File: src/rtl/cnn_pkg.sv
// rtl/cnn_pkg.sv - shared CNN datapath constants and state encoding
package cnn_pkg;

  localparam int CLASS_W     = 4;
  localparam int SCORE_W     = 16;
  localparam int NUM_CLASSES = 10;

  typedef enum logic [1:0] {
    IDLE  = 2'd0,
    ACCUM = 2'd1,
    DONE  = 2'd2
  } state_t;

endpackage

File: src/rtl/fc_argmax.sv
// rtl/fc_argmax.sv - running-maximum argmax over streamed signed class scores
import cnn_pkg::*;

module fc_argmax #(
  parameter int NUM_CLASSES = cnn_pkg::NUM_CLASSES,
  parameter int DATA_W      = cnn_pkg::SCORE_W
) (
  input  logic                clk,
  input  logic                rst,
  input  logic                start_flag,
  input  logic                score_valid,
  input  logic [DATA_W-1:0]   score_data,
  output logic                score_ready,
  output logic [CLASS_W-1:0]  out,
  output logic [DATA_W-1:0]   max_score,
  output logic                over_flag,
  output logic                done_pulse
);

  localparam int CNT_W = $clog2(NUM_CLASSES);
  localparam logic [DATA_W-1:0] MOST_NEG = {1'b1, {(DATA_W-1){1'b0}}};
  localparam logic [CNT_W-1:0]  LAST_IDX = CNT_W'(NUM_CLASSES - 1);

  state_t                   state_q;
  state_t                   state_d;
  logic [CNT_W-1:0]         cnt;
  logic [CNT_W-1:0]         best_idx;
  logic signed [DATA_W-1:0] best_val;
  logic                     xfer;
  logic                     take_new;
  logic                     last_xfer;
  logic                     start_ok;
  logic [CNT_W-1:0]         win_idx;
  logic [DATA_W-1:0]        win_val;

  // Ready decodes the state register only, so there is no input-to-output path.
  assign score_ready = (state_q == ACCUM);
  assign xfer        = score_valid && score_ready;
  assign start_ok    = start_flag && ((state_q == IDLE) || (state_q == DONE));
  // The first score always loads; afterwards only a strictly greater one replaces,
  // which makes the lowest index win on ties.
  assign take_new    = (cnt == '0) || ($signed(score_data) > best_val);
  assign last_xfer   = xfer && (cnt == LAST_IDX);
  // Winner including the score arriving this cycle, used when the last one lands.
  assign win_idx     = take_new ? cnt : best_idx;
  assign win_val     = take_new ? score_data : best_val;

  // State register.
  always_ff @(posedge clk) begin
    if (rst) state_q <= IDLE;
    else     state_q <= state_d;
  end

  // Next-state decode; start is ignored while accumulating.
  always_comb begin
    state_d = state_q;
    case (state_q)
      IDLE:    if (start_flag) state_d = ACCUM;
      ACCUM:   if (last_xfer)  state_d = DONE;
      DONE:    if (start_flag) state_d = ACCUM;
      default: state_d = IDLE;
    endcase
  end

  // Compare-and-update of the running maximum plus registered result outputs.
  always_ff @(posedge clk) begin
    if (rst) begin
      cnt        <= '0;
      best_idx   <= '0;
      best_val   <= MOST_NEG;
      out        <= '0;
      max_score  <= '0;
      over_flag  <= 1'b0;
      done_pulse <= 1'b0;
    end else begin
      done_pulse <= 1'b0;
      if (start_ok) begin
        cnt       <= '0;
        best_idx  <= '0;
        best_val  <= MOST_NEG;
        out       <= '0;
        max_score <= '0;
        over_flag <= 1'b0;
      end else if (xfer) begin
        if (take_new) begin
          best_val <= $signed(score_data);
          best_idx <= cnt;
        end
        cnt <= cnt + 1'b1;
        if (last_xfer) begin
          out        <= CLASS_W'(win_idx);
          max_score  <= win_val;
          over_flag  <= 1'b1;
          done_pulse <= 1'b1;
        end
      end
    end
  end

endmodule

File: config.mk
export PLATFORM = sky130hd
export DESIGN_NAME = fc_argmax
export DESIGN_NICKNAME = d
export VERILOG_FILES = /design/src/rtl/cnn_pkg.sv /design/src/rtl/fc_argmax.sv
export SDC_FILE = /design/constraint.sdc
export NUM_CORES = 1
export LEC_CHECK = 0
export BUFFER_PORTS_ARGS = -buffer_cell sky130_fd_sc_hd__buf_4
export CELL_PAD_IN_SITES_DETAIL_PLACEMENT = 1
export CELL_PAD_IN_SITES_GLOBAL_PLACEMENT = 2
export CORE_MARGIN = 2
export CORE_UTILIZATION = 38
export CTS_CLUSTER_DIAMETER = 30
export DETAILED_ROUTE_END_ITERATION = 6
export HOLD_SLACK_MARGIN = 0.02
export MAX_ROUTING_LAYER = met4
export PLACE_DENSITY = 0.84
export SLEW_MARGIN = 20
export SYNTH_ARGS = -nofsm -noshare
export SYNTH_HDL_FRONTEND = slang
export SYNTH_SLANG_ARGS = --single-unit
File: constraint.sdc
create_clock -name clk -period 8.41 [get_ports clk]
set_clock_uncertainty 0.05 [all_clocks]
set_input_delay 2.523 -clock clk [delete_from_list [all_inputs] [get_ports clk]]
set_output_delay 2.523 -clock clk [all_outputs]
set_load 0.005 [all_outputs]
; ---- Word level (Yosys, flattened, before mapping)
; Cells that the tools add are included.
[word_totals]
word_cells = 34
in_bits = 20
register_bits = 48
[classes]
muxes = 6
n_addsub = 1
magnitude_cmp = 1
n_reduce_logical = 12
eq_ne = 5
n_bitwise = 1
[op_table]
columns = op, count
row1 = $gt 16x16->1, 1
row2 = $mux 16, 1
row3 = $add 4x1->4 const B, 1
row4 = $eq 4x4->1 const B, 1
row5 = $logic_not 4->1, 1
row6 = $mux 2, 2
row7 = $mux 4, 1
row8 = $ne 2x1->1 const B, 2
row9 = $pmux 2 s2, 1
row10 = $reduce_and 2->1, 2
row11 = $reduce_or 2->1, 2
row12 = $logic_and 1x1->1, 3
row13 = $reduce_or 3->1, 1
row14 = $eq 2x1->1 const B, 1
row15 = $eq 2x2->1 const B, 1
row16 = $logic_not 2->1, 1
row17 = $logic_or 1x1->1, 2
row18 = $mux 1, 1
row19 = $not 1->1, 1

; ---- Longest topological paths before layout
; Gate-level depths: netlist (run 1).
[logic_depth]
ltp_word = 5
depth_mapped = 10

; ---- Least setup slack after synthesis (run 1)
; Ideal clock, no wire load.
[synth_path]
path_type = input-to-reg
startpoint = input score_data[7]
endpoint = register best_idx[0]
n_path_buf = 2
setup_time_ns = 0.126
stages = 9
slack_ns = 3.789
required_time_ns = 8.234
arrival_time_ns = 4.445
cell_sequence = ha_1 > a21oi_1 > o21ai_1 > a2111o_1 > or4_1 > buf_4 > buf_4 > nand4_1 > o31ai_1
[synth_between]
elab_chain_len = 3
[synth_lines]
columns = item, line
row1 = start: declaration, fc_argmax.sv:12  ; input logic [DATA_W-1:0] score_data,
row2 = $gt 16x16->1, fc_argmax.sv:42  ; assign take_new = (cnt == '0) || ($signed(score_data) > best_val);
row3 = $logic_or 1x1->1, fc_argmax.sv:42
row4 = $mux 4, n/a
row5 = end signal: assignment, fc_argmax.sv:87  ; best_idx <= cnt;
row6 = end: declaration, fc_argmax.sv:27  ; logic [CNT_W-1:0] best_idx;
; Every way passes these cells.
; A chain may end at the register's enable or synchronous reset.

; ---- Worst setup path in the final report (run 1)
[layout_path]
startpoint = input score_data[15]
endpoint = register max_score[3]
[layout_between]
elab_chain_len = 3
[layout_lines]
columns = item, line
row1 = $gt 16x16->1, fc_argmax.sv:42
row2 = $logic_or 1x1->1, fc_argmax.sv:42
row3 = $mux 16, n/a
row4 = end signal: assignment, fc_argmax.sv:92  ; max_score <= win_val;
row5 = end: declaration, fc_argmax.sv:15  ; output logic [DATA_W-1:0] max_score,
; Every way passes these cells.

==> qor.yml, run 1 <==
pwr:
  p_per_area_mw_per_mm2: 133
  ir_worst_vdd_mv: 0.0721
  leakage_nw: 1.34
  p_total_uw: 442
floorplan:
  num_rows: 31
  initial_core_util_pct: 39.4
  die_x_um: 90.7
  ios: 43
  core_area_mm2: 0.00725
  dieArea_mm2: 0.00823
  chipHeight_um: 90.7
logic_synthesis:
  synth_seq_cells: 48
  synth_edf_count: 0
  syn-num-nets: 353
  synth-seq-area-share_pct: 33.6
  netlist.top_cell.by_area: "dfxtp_1"
  synth_area_mm2: 0.00286
  yosys_warnings: 0
  synth_top_cell_area_share_pct: 33.6
  synth_top_flop_cell: "dfxtp_1"
  async_reset_ff_share_pct: 0
  syn_inst: 314
  synth_top_cells_by_area: "dfxtp_1, ha_1, mux2i_1"
  avgSynthCellArea_um2: 9.10
  synth_cell_type_count: 47
clock_tree:
  cts_hold_buffers: 0
  clkSlewWorstSetupHoldPaths_ns: 0.09
  clock_path_buffers: 2
  clock-root-buffer: "clkbuf_8"
  worstSkewPairLatency_ns: 0.31
  cts.sinks: 48
  post_cts_buffers: 0
  ctsResizeCount: 0
  htreeDepth: 2
  cts_tree: "done"
  cts_inserted_buffers: 5
sta:
  worstMarginPinSlew_ns: 0.843
  maxSlewHeadroom_pct: 43.6
  slew_viol_final: 0
  finalSetupTns_ns: 0
  finalSetupViolations: 0
  finalCritPeriodShare_pct: 58.2
  max_freq_mhz: 204
  min_period_ns: 4.89
  rsz0062_at_grt: "false"
  hold_violations: 0
run:
  cap_violations: 0
layout:
  fillers: 874
  antennaDiodeCount: 0
  multiInputGateArea_mm2: 0.00172
  seq_area_um2: 961
  drive_gt1_share_pct: 25.7
  layout_common_cells: "dfxtp_1, buf_4, a21oi_1, nor2_1"
  final_util_pct: 45.9
  nNetsFinal: 388
  syn2layout_area_growth_pct: 16.5
setup_path:
  critPathArrivalTime_ns: 5.03
  crit_type: "in -> reg"
  cp.required_ns: 8.55
  critPathSlowestCell: "or4_4"
  crit_path_start_kind: "input port"
  worst-path-max-fanout: 18
  cp_common_cell: "nand4_2"
  crit_chain: "buf_4, ha_1, nand4_2, or4_4, a21oi_4, nand4_2, o221ai_1, a211oi_2"
  max_stage_delay_ns: 0.57
  worst_setup_path_end_kind: "register"
placement:
  place.gp.congestion: 0.758
  dp_hpwl_um: 5430
  io_buffers: 42
routing:
  routed_wl_um: 7600
  vias_per_cell: 5.59
  vias: 2510
  dr.pass1.iters: 4
  drc: 0
  drt.antenna.violating_nets: 0
  first_iter_violations: 104
  wl_per_cell_um: 16.9
grt:
  grt_overflow: 0
  grt.total_usage_pct: 20.0
  grt_pass1_vias: 2615
  grt_max_degree: 27
  grt_pass1_wl_um: 13100
  antenna_found_initial: 0
outcome:
  status: "completed"
hold_path:
  hold_class: "reg -> reg"
state kept, by name (all words and copies together) (netlist names):
name        count
best_idx        4
best_val       16
cnt             4
done_pulse      1
max_score      16
out             4
over_flag       1
state_q         2
critical path, delay by kind of cell:
kind / cells / cell delay (ns)
adders and majority gates: 1 / 0.36
buffers and inverters: 1 / 0.14
and+or+nand+nor: 3 / 1.27
AOI/OAI and AO/OA: 3 / 0.74
metrics by stage:
| stage | setup WS [ns] | hold WS (ns) | area [um2] | std cells |
|---|---|---|---|---|
| finish | 3.52 | 0.444 | 3330 | 449 |
| global route | 3.27 | 0.470 | 3330 | 449 |
| CTS | 3.52 | 0.446 | 3330 | 449 |
| detailed placement | 3.19 | 0.423 | 3240 | 441 |
| global placement | 3.17 | 0.406 | 3240 | 441 |
| floorplan | 3.79 | 0.395 | 2860 | 314 |
layout make-up:
cell class	instances	share of cell area, %
Sequential cell	48	28.9
Clock buffer	6	2.48
Inverter	19	2.14
Clock inverter	2	0.301
Timing Repair Buffer	48	10.8
Multi-Input combinational cell	227	51.7
Tap cell	99	3.72
layer usage:
layer  up-vias  wire (um)  track usage [%]
met1      1238       3720             25.8
met4         0         61             4.23
met2        29       3650             33.2
li1       1237          -                -
met3         6        172             3.17
met5         -          0                -
Yosys cell counts, drive strengths merged (3+ instances only):
master / n
ha: 19
nor2b: 3
or4: 3
nor2: 32
clkbuf: 9
dfxtp: 48
nand4: 9
and2: 3
nand3: 15
buf: 11
nand2: 16
o21ai: 21
o221ai: 18
o31ai: 3
a211oi: 20
nor3: 3
mux2i: 17
inv: 19
a21oi: 25
final timing paths:
path                              from  cells past startpoint                        end  slack [ns]
min reg2reg   best_idx[3]$_SDFFE_PP0P_                      1        out[3]$_SDFFE_PP0P_        0.44
max                     score_data[15]                      8  max_score[3]$_SDFFE_PP0P_        3.52
min           best_idx[3]$_SDFFE_PP0P_                      1        out[3]$_SDFFE_PP0P_        0.44
max reg2reg  best_val[15]$_SDFFE_PP1P_                      8  max_score[3]$_SDFFE_PP0P_        5.45
power breakdown:
part	total [mW]	switching, mW	internal, mW
sequential	0.233	0.00295	0.230
clock	0.150	0.0837	0.0659
combinational	0.0593	0.0361	0.0232
total	0.442	0.123	0.319
cell families after synthesis:
logic type      count (synthesis)  synth area share, %
xor+xnor                        3                0.920
flops                          48                 33.6
compound gates                 98                 25.5
mux                            17                 5.95
fa+ha+maj                      19                 8.32
simple gates                   90                 19.2
buf+inv                        39                 6.48
Note: power is estimated with default switching activity, not from simulation.
==> inputs of run 2 (changes only) <==
--- a/config.mk
+++ b/config.mk
@@ -5,16 +5,17 @@
 export SDC_FILE = /design/constraint.sdc
 export NUM_CORES = 1
 export LEC_CHECK = 0
+export ABC_AREA = 1
 export BUFFER_PORTS_ARGS = -buffer_cell sky130_fd_sc_hd__buf_4
 export CELL_PAD_IN_SITES_DETAIL_PLACEMENT = 1
 export CELL_PAD_IN_SITES_GLOBAL_PLACEMENT = 2
 export CORE_MARGIN = 2
-export CORE_UTILIZATION = 38
+export CORE_UTILIZATION = 31
 export CTS_CLUSTER_DIAMETER = 30
 export DETAILED_ROUTE_END_ITERATION = 6
 export HOLD_SLACK_MARGIN = 0.02
 export MAX_ROUTING_LAYER = met4
-export PLACE_DENSITY = 0.84
+export PLACE_DENSITY = 0.77
 export SLEW_MARGIN = 20
 export SYNTH_ARGS = -nofsm -noshare
 export SYNTH_HDL_FRONTEND = slang
==> constraint.sdc (replaced) <==
create_clock -name clk -period 4.85 [get_ports clk]
set_clock_uncertainty 0.05 [all_clocks]
set_input_delay 1.455 -clock clk [delete_from_list [all_inputs] [get_ports clk]]
set_output_delay 1.455 -clock clk [all_outputs]
set_load 0.005 [all_outputs]
==> run 2 against run 1 <==
  * Utilization fell by 8.6 points
  * Non-clock buffer count fell by 1
  * Clock-buffer cell count did not move
  * Combinational power rose by 120%
  * Register-to-register slack got worse by 3.1 ns
  * Cell count rose by 22%
  * Worst hold slack improved by 0.0042 ns
  * Worst setup slack got worse by 2.0 ns
  * Clock power rose by 57%
  * Wire length fell by 6.8%
  * Critical path type unchanged
  * Largest power group unchanged
  * Highest routed layer unchanged
==> qor.yml, run 2 <==
clock_tree:
  post_cts_buffers: 0  # unchanged
  htreeDepth: 2  # unchanged
  cts_hold_buffers: 0  # unchanged
  clkSlewWorstSetupHoldPaths_ns: 0.09  # about the same
  clock_path_buffers: 2  # unchanged
  clock-root-buffer: "clkbuf_8"
  cts.sinks: 48  # unchanged
  ctsResizeCount: 0  # unchanged
  cts_tree: "done"
  cts_inserted_buffers: 5  # unchanged
  worstSkewPairLatency_ns: 0.31  # about the same
setup_path:
  critPathSlowestCell: "nand2_4"
  cp.required_ns: 5.06  # -3.49 ns
  worst-path-max-fanout: 21  # +3
  cp_common_cell: "nand2_1"
  cp_top_family: "simple AND/OR/NAND/NOR gates"
  critPathArrivalTime_ns: 3.58  # -1.45 ns
  crit_chain: "buf_4, ha_1, a21o_1, nor2_1, nand2_1, nand2_1, nand2_1, nand2_2, nand3_4, nand2_4, nand2_1, nand3_1, nand2_1, inv_1"
  crit_path_start_kind: "input port"
  critPathBufInv: 2  # +1
  worst_setup_path_end_kind: "register"
  crit_type: "in -> reg"
  max_stage_delay_ns: 0.44  # -0.13 ns
  r2r_slack_ns: 2.36  # -3.09 ns
sta:
  slew_viol_final: 0  # unchanged
  finalSetupViolations: 0  # unchanged
  finalCritPeriodShare_pct: 69.5
  whs_ns: 0.448  # +0.00422 ns
  min_period_ns: 3.37
  finalSetupTns_ns: 0  # unchanged
  hold_violations: 0  # unchanged
  setup_ws_ns: 1.48  # -2.04 ns
  maxSlewHeadroom_pct: 56.0  # +12 points
  max_freq_mhz: 297
  rsz0062_at_grt: "false"
  worstMarginPinSlew_ns: 0.658  # -0.185 ns
logic_synthesis:
  synth-xor-area-share_pct: 0  # -0.92 points
  syn_inst: 401  # +28%
  synth_mux_area_share_pct: 0  # -6.0 points
  yosys.area_share.adder_pct: 8.63  # +0.31 points
  synthTopCellsByCount: "inv_1, nand2_1, nand3_1"
  yosys.area_share.simple_pct: 36.1  # +17 points
  synth_cell_type_count: 28  # -40%
  async_reset_ff_share_pct: 0  # unchanged
  syn-num-nets: 440  # +25%
  synth_top_family_by_area: "simple AND/OR/NAND/NOR gates"
  synth_seq_cells: 48  # unchanged
  synth_top_cell_area_share_pct: 34.9  # +1.3 points
  synth_compound_area_share_pct: 6.81  # -19 points
  synth-seq-area-share_pct: 34.9  # +1.3 points
  synth_area_mm2: 0.00276  # -3.6%
  synth_top_flop_cell: "dfxtp_1"
  synth_edf_count: 0  # unchanged
  synth.most_common_cell: "inv_1"
  avgSynthCellArea_um2: 6.87  # -25%
  netlist.top_cell.by_area: "dfxtp_1"
  synth_top_cells_by_area: "dfxtp_1, nand3_1, inv_1"
  yosys_warnings: 0  # unchanged
layout:
  nNetsFinal: 477  # +23%
  top_regs: "best_val x16, max_score x16"
  layout_common_cells: "inv_1, nand2_1, nand3_1, nor2_1, dfxtp_1"
  syn2layout_area_growth_pct: 17.5
  antennaDiodeCount: 0  # unchanged
  final_util_pct: 37.3  # -8.6 points
  drive_gt1_share_pct: 16.9  # -8.8 points
  final_common_cell: "inv_1"
pwr:
  power.clock.fraction_pct: 30.3  # -3.6 points
  combPwrFrac_pct: 17.2  # +3.8 points
  p_total_uw: 775  # +75%
  ir_worst_vdd_mv: 0.132  # +83%
  switchingPower_uw: 227  # +85%
  p_per_area_mw_per_mm2: 239  # +80%
  leakage_nw: 1.61  # +20%
  swShare_pct: 29.3  # +1.5 points
  seq_power_share_pct: 52.5  # -0.2 points
  internal_power_uw: 548  # +72%
hold_path:
  hold_class: "reg -> reg"
outcome:
  status: "completed"
routing:
  routed_wl_um: 7080  # -6.8%
  wl_per_cell_um: 13.0  # -23%
  drt.antenna.violating_nets: 0  # unchanged
  first_iter_violations: 60  # -42%
  drc: 0  # unchanged
  vias: 2531  # +0.84%
  vias_per_cell: 4.64  # -17%
  dr.pass1.iters: 4  # unchanged
grt:
  grt_overflow: 0  # unchanged
  grt_pass1_wl_um: 12100  # -8.0%
  antenna_found_initial: 0  # unchanged
  grt_max_degree: 29  # +7.4%
  grt.total_usage_pct: 15.8  # -4.2 points
  grt_pass1_vias: 2545  # -2.7%
floorplan:
  dieArea_mm2: 0.00966  # +17%
  num_rows: 34  # +9.7%
  chipHeight_um: 98.3  # +8.3%
  die_x_um: 98.3  # +8.3%
  initial_core_util_pct: 31.7  # -7.7 points
  ios: 43  # unchanged
  core_area_mm2: 0.00868  # +20%
placement:
  dp_hpwl_um: 4930  # -9.1%
  io_buffers: 42  # unchanged
  place.gp.congestion: 0.723  # -4.5%
  pre_cts_slack_ns: 1.17  # -2.02 ns
run:
  cap_violations: 0  # unchanged
-- run 2: power groups by stage --
stage,clock [mW],combinational (mW),sequential [mW]
2_1_floorplan,0,0.0948,0.415
3_3_place_gp,0,0.134,0.416
3_5_place_dp,0,0.136,0.416
4_1_cts,0.250,0.137,0.407
5_1_grt,0.263,0.152,0.408
6_report,0.235,0.133,0.407
-- run 2: worst paths after layout --
path / from / to / depth (start not counted)
worst max-delay path: score_data[7] / max_score[15]$_SDFFE_PP0P_ / 14
worst min-delay path: state_q[1]$_SDFFE_PP0P_ / state_q[1]$_SDFFE_PP0P_ / 2
worst max register to register: best_val[15]$_SDFFE_PP1P_ / max_score[15]$_SDFFE_PP0P_ / 12
worst min register to register: state_q[1]$_SDFFE_PP0P_ / state_q[1]$_SDFFE_PP0P_ / 2
-- run 2: per-stage QoR --
stage | cell area [um2] | std cells
after floorplan | 2760 | 401
after global placement | 3160 | 539
after detailed placement | 3160 | 539
after CTS | 3240 | 546
after global routing | 3240 | 546
final | 3240 | 546
-- run 2: final cells by class --
class	count	area (um2)
sequential	48	961
multi-input combinational	262	1420
clock buffer	6	72.6
tap	108	135
clock inverter	1	5.00
inverter	74	278
timing repair buffer	47	365
fill	1149	5440
-- run 2: tightest hold or removal path, stage by stage (launching register included) --
cell      delay, ns
dfxtp_1        0.32
nand3b_1       0.08
a21oi_1        0.06
-- run 2: cell families (layout without fill, tap and decap cells) --
logic type                 count (synthesis)  in the layout
and+or+nand+nor                          208            208
adders and majority gates                 19             19
AOI/OAI and AO/OA                         35             35
buffers and inverters                     91            128
DFF                                       48             48
-- run 2: routing by layer --
layer	GRT usage [%]	wire length, um	vias up
li1	-	-	1323
met1	20.1	3460	1174
met2	26.1	3350	28
met3	2.72	184	6
met4	4.32	86	0
met5	-	0	-
==> inputs of run 3 (changes only) <==
--- a/config.mk
+++ b/config.mk
@@ -10,12 +10,12 @@
 export CELL_PAD_IN_SITES_DETAIL_PLACEMENT = 1
 export CELL_PAD_IN_SITES_GLOBAL_PLACEMENT = 2
 export CORE_MARGIN = 2
-export CORE_UTILIZATION = 31
+export CORE_UTILIZATION = 28
 export CTS_CLUSTER_DIAMETER = 30
 export DETAILED_ROUTE_END_ITERATION = 6
 export HOLD_SLACK_MARGIN = 0.02
 export MAX_ROUTING_LAYER = met4
-export PLACE_DENSITY = 0.77
+export PLACE_DENSITY = 0.73
 export SLEW_MARGIN = 20
 export SYNTH_ARGS = -nofsm -noshare
 export SYNTH_HDL_FRONTEND = slang
==> constraint.sdc (replaced) <==
create_clock -name clk -period 3.04 [get_ports clk]
set_clock_uncertainty 0.05 [all_clocks]
set_input_delay 0.912 -clock clk [delete_from_list [all_inputs] [get_ports clk]]
set_output_delay 0.912 -clock clk [all_outputs]
set_load 0.005 [all_outputs]
==> run 3 against run 2 <==
  * Via count is 1.5% higher
  * Worst setup slack lost 1.0 ns
  * Worst hold slack lost 0.0017 ns
  * Critical path depth down 1
  * Utilization is 2.9 points lower
  * Sequential share of layout area shrank 0.73 points
  * First-iteration DRC count is 47% higher
  * Critical endpoint unchanged
  * Largest cell class unchanged
==> qor.yml, run 3 (synthesis gave the netlist of run 2 again) <==
floorplan:
  dieArea_mm2: 0.0106  # +10%
  core_area_mm2: 0.00964  # +11%
  die_x_um: 103  # +5.0%
  chipHeight_um: 103  # +5.0%
  ios: 43  # unchanged
  num_rows: 36  # +5.9%
  initial_core_util_pct: 28.6  # -3.2 points
grt:
  grt.total_usage_pct: 15.1  # -0.68 points
  grt_pass1_vias: 2560  # +0.59%
  grt_pass1_wl_um: 12300  # +1.7%
  antenna_found_initial: 0  # unchanged
  grt_overflow: 0  # unchanged
  grt_max_degree: 25  # -14%
outcome:
  status: "completed"
sta:
  finalSetupTns_ns: 0  # unchanged
  maxSlewHeadroom_pct: 59.6  # +3.6 points
  hold_violations: 0  # unchanged
  max_freq_mhz: 389
  min_period_ns: 2.57
  finalSetupViolations: 0  # unchanged
  slew_viol_final: 0  # unchanged
  rsz0062_at_grt: "false"
  worstMarginPinSlew_ns: 0.604  # -0.0541 ns
  finalCritPeriodShare_pct: 84.5
placement:
  place.gp.congestion: 0.772  # +6.7%
  dp.cells: 567  # +5.2%
  dpl_cell_area_mm2: 0.00323  # +2.1%
  dp_hpwl_um: 5180  # +5.0%
  io_buffers: 42  # unchanged
routing:
  drc: 0  # unchanged
  dr.pass1.iters: 4  # unchanged
  wl_per_cell_um: 12.8  # -1.7%
  routed_wl_um: 7330  # +3.5%
  drt.antenna.violating_nets: 0  # unchanged
  vias: 2569  # +1.5%
  vias_per_cell: 4.47  # -3.6%
  first_iter_violations: 88  # +47%
run:
  cap_violations: 0  # unchanged
layout:
  drive_gt1_share_pct: 17.9  # +0.98 points
  final_area_mm2: 0.00332  # +2.5%
  fillers: 1270  # +11%
  final_common_cell: "inv_1"
  antennaDiodeCount: 0  # unchanged
  syn2layout_area_growth_pct: 20.5
  top_regs: "best_val x16, max_score x16"
  stdcell_count: 575  # +5.3%
  nNetsFinal: 480  # +0.63%
  layout_common_cells: "inv_1, nand2_1, nand3_1, nor2_1"
clock_tree:
  cts_tree: "done"
  clock-root-buffer: "clkbuf_8"
  ctsResizeCount: 0  # unchanged
  clock_path_buffers: 2  # unchanged
  cts.sinks: 48  # unchanged
  htreeDepth: 2  # unchanged
  cts_hold_buffers: 0  # unchanged
  worstSkewPairLatency_ns: 0.30  # about the same
  cts_inserted_buffers: 5  # unchanged
  post_cts_buffers: 0  # unchanged
  clkSlewWorstSetupHoldPaths_ns: 0.10  # about the same
setup_path:
  cp.required_ns: 3.21  # -1.85 ns
  crit_type: "in -> reg"
  r2r_start: "best_val[15]$_SDFFE_PP1P_"
  cp_common_cell: "nand2_1"
  crit_path_start: "score_data[15]"
  r2r_slack_ns: 0.78  # -1.58 ns
  worst-path-max-fanout: 18  # -14%
  max_stage_delay_ns: 0.37  # -0.07 ns
  crit_chain: "buf_4, ha_1, nand2_2, nor3_2, nand2_1, nand2_1, nand2_2, nand3_4, nand2_4, nand2_1, nand3_1, nand2_1, inv_1"
  worst_setup_path_end_kind: "register"
  crit_path_start_kind: "input port"
  worstRegToRegCells: 13  # +1
  critPathSlowestCell: "ha_1"
  r2r-end: "max_score[15]$_SDFFE_PP0P_"
  critPathArrivalTime_ns: 2.74  # -0.84 ns
hold_path:
  holdCritStartpoint: "over_flag$_SDFFE_PP0P_"
  hold_class: "reg -> reg"
  worstHoldPathCells: 2  # unchanged
  hold_end: "over_flag$_SDFFE_PP0P_"
pwr:
  ir_worst_vdd_mv: 0.160  # +21%
  p_per_area_mw_per_mm2: 388  # +62%
  leakage_nw: 1.64  # +1.8%
  p_total_mw: 1.29  # +66%
-- run 3: cell count changes in the layout (fill, tap and decap cells not counted) --
cell	change
clkbuf_1	-1
buf_12	+1
buf_4	+2
clkbuf_8	+1
clkinv_2	+1
-- run 3: worst max-delay path: cells and delay by family --
family / cells / cell delay, ns
and+or+nand+nor: 10 / 1.29
adders and majority gates: 1 / 0.37
buffers and inverters: 2 / 0.16
-- run 3: worst max-delay path by stage --
stage                                            end  slack [ns]  depth (start not counted)
after floorplan             best_idx[0]$_SDFFE_PP0P_        0.61                         12
after global placement     max_score[5]$_SDFFE_PP0P_        0.15                         11
after detailed placement   max_score[5]$_SDFFE_PP0P_        0.12                         13
after CTS                  max_score[5]$_SDFFE_PP0P_        0.45                         13
after global routing      max_score[15]$_SDFFE_PP0P_        0.27                         13
final                     max_score[15]$_SDFFE_PP0P_        0.47                         13
-- run 3: layout make-up --
type,count,area (um2),share of cell area (%)
inverters,74,278,8.37
clock inverters,2,10.0,0.302
flip-flops and latches,48,961,28.9
clock buffers,6,82.6,2.49
well taps,133,166,5.01
multi-input cells,262,1420,42.8
repair buffers,50,400,12.1
-- run 3: report_power, final --
group / internal (mW) / switching (mW) / total, mW / leakage (nW)
Clock: 0.182 / 0.230 / 0.412 / 0.0510
Combinational: 0.0853 / 0.142 / 0.227 / 1.20
Sequential: 0.641 / 0.00780 / 0.649 / 0.388
-- run 3: layer usage --
layer / vias up / share of wire [%] / track usage, %
met1: 1206 / 48 / 19.0
li1: 1331 / - / -
met2: 25 / 49 / 25.9
met3: 7 / 2.1 / 1.88
met4: 0 / 1.0 / 3.64
met5: - / 0 / -
-- run 3: per-stage QoR --
| step | hold slack (ns) | setup WS [ns] | util (%) |
|---|---|---|---|
| floorplan | 0.414 | 0.611 | - |
| global placement | 0.424 | 0.150 | 33.5 |
| detailed placement | 0.429 | 0.119 | 33.5 |
| CTS | 0.454 | 0.453 | 34.4 |
| global route | 0.468 | 0.271 | 34.4 |
| finish | 0.447 | 0.471 | 34.4 |
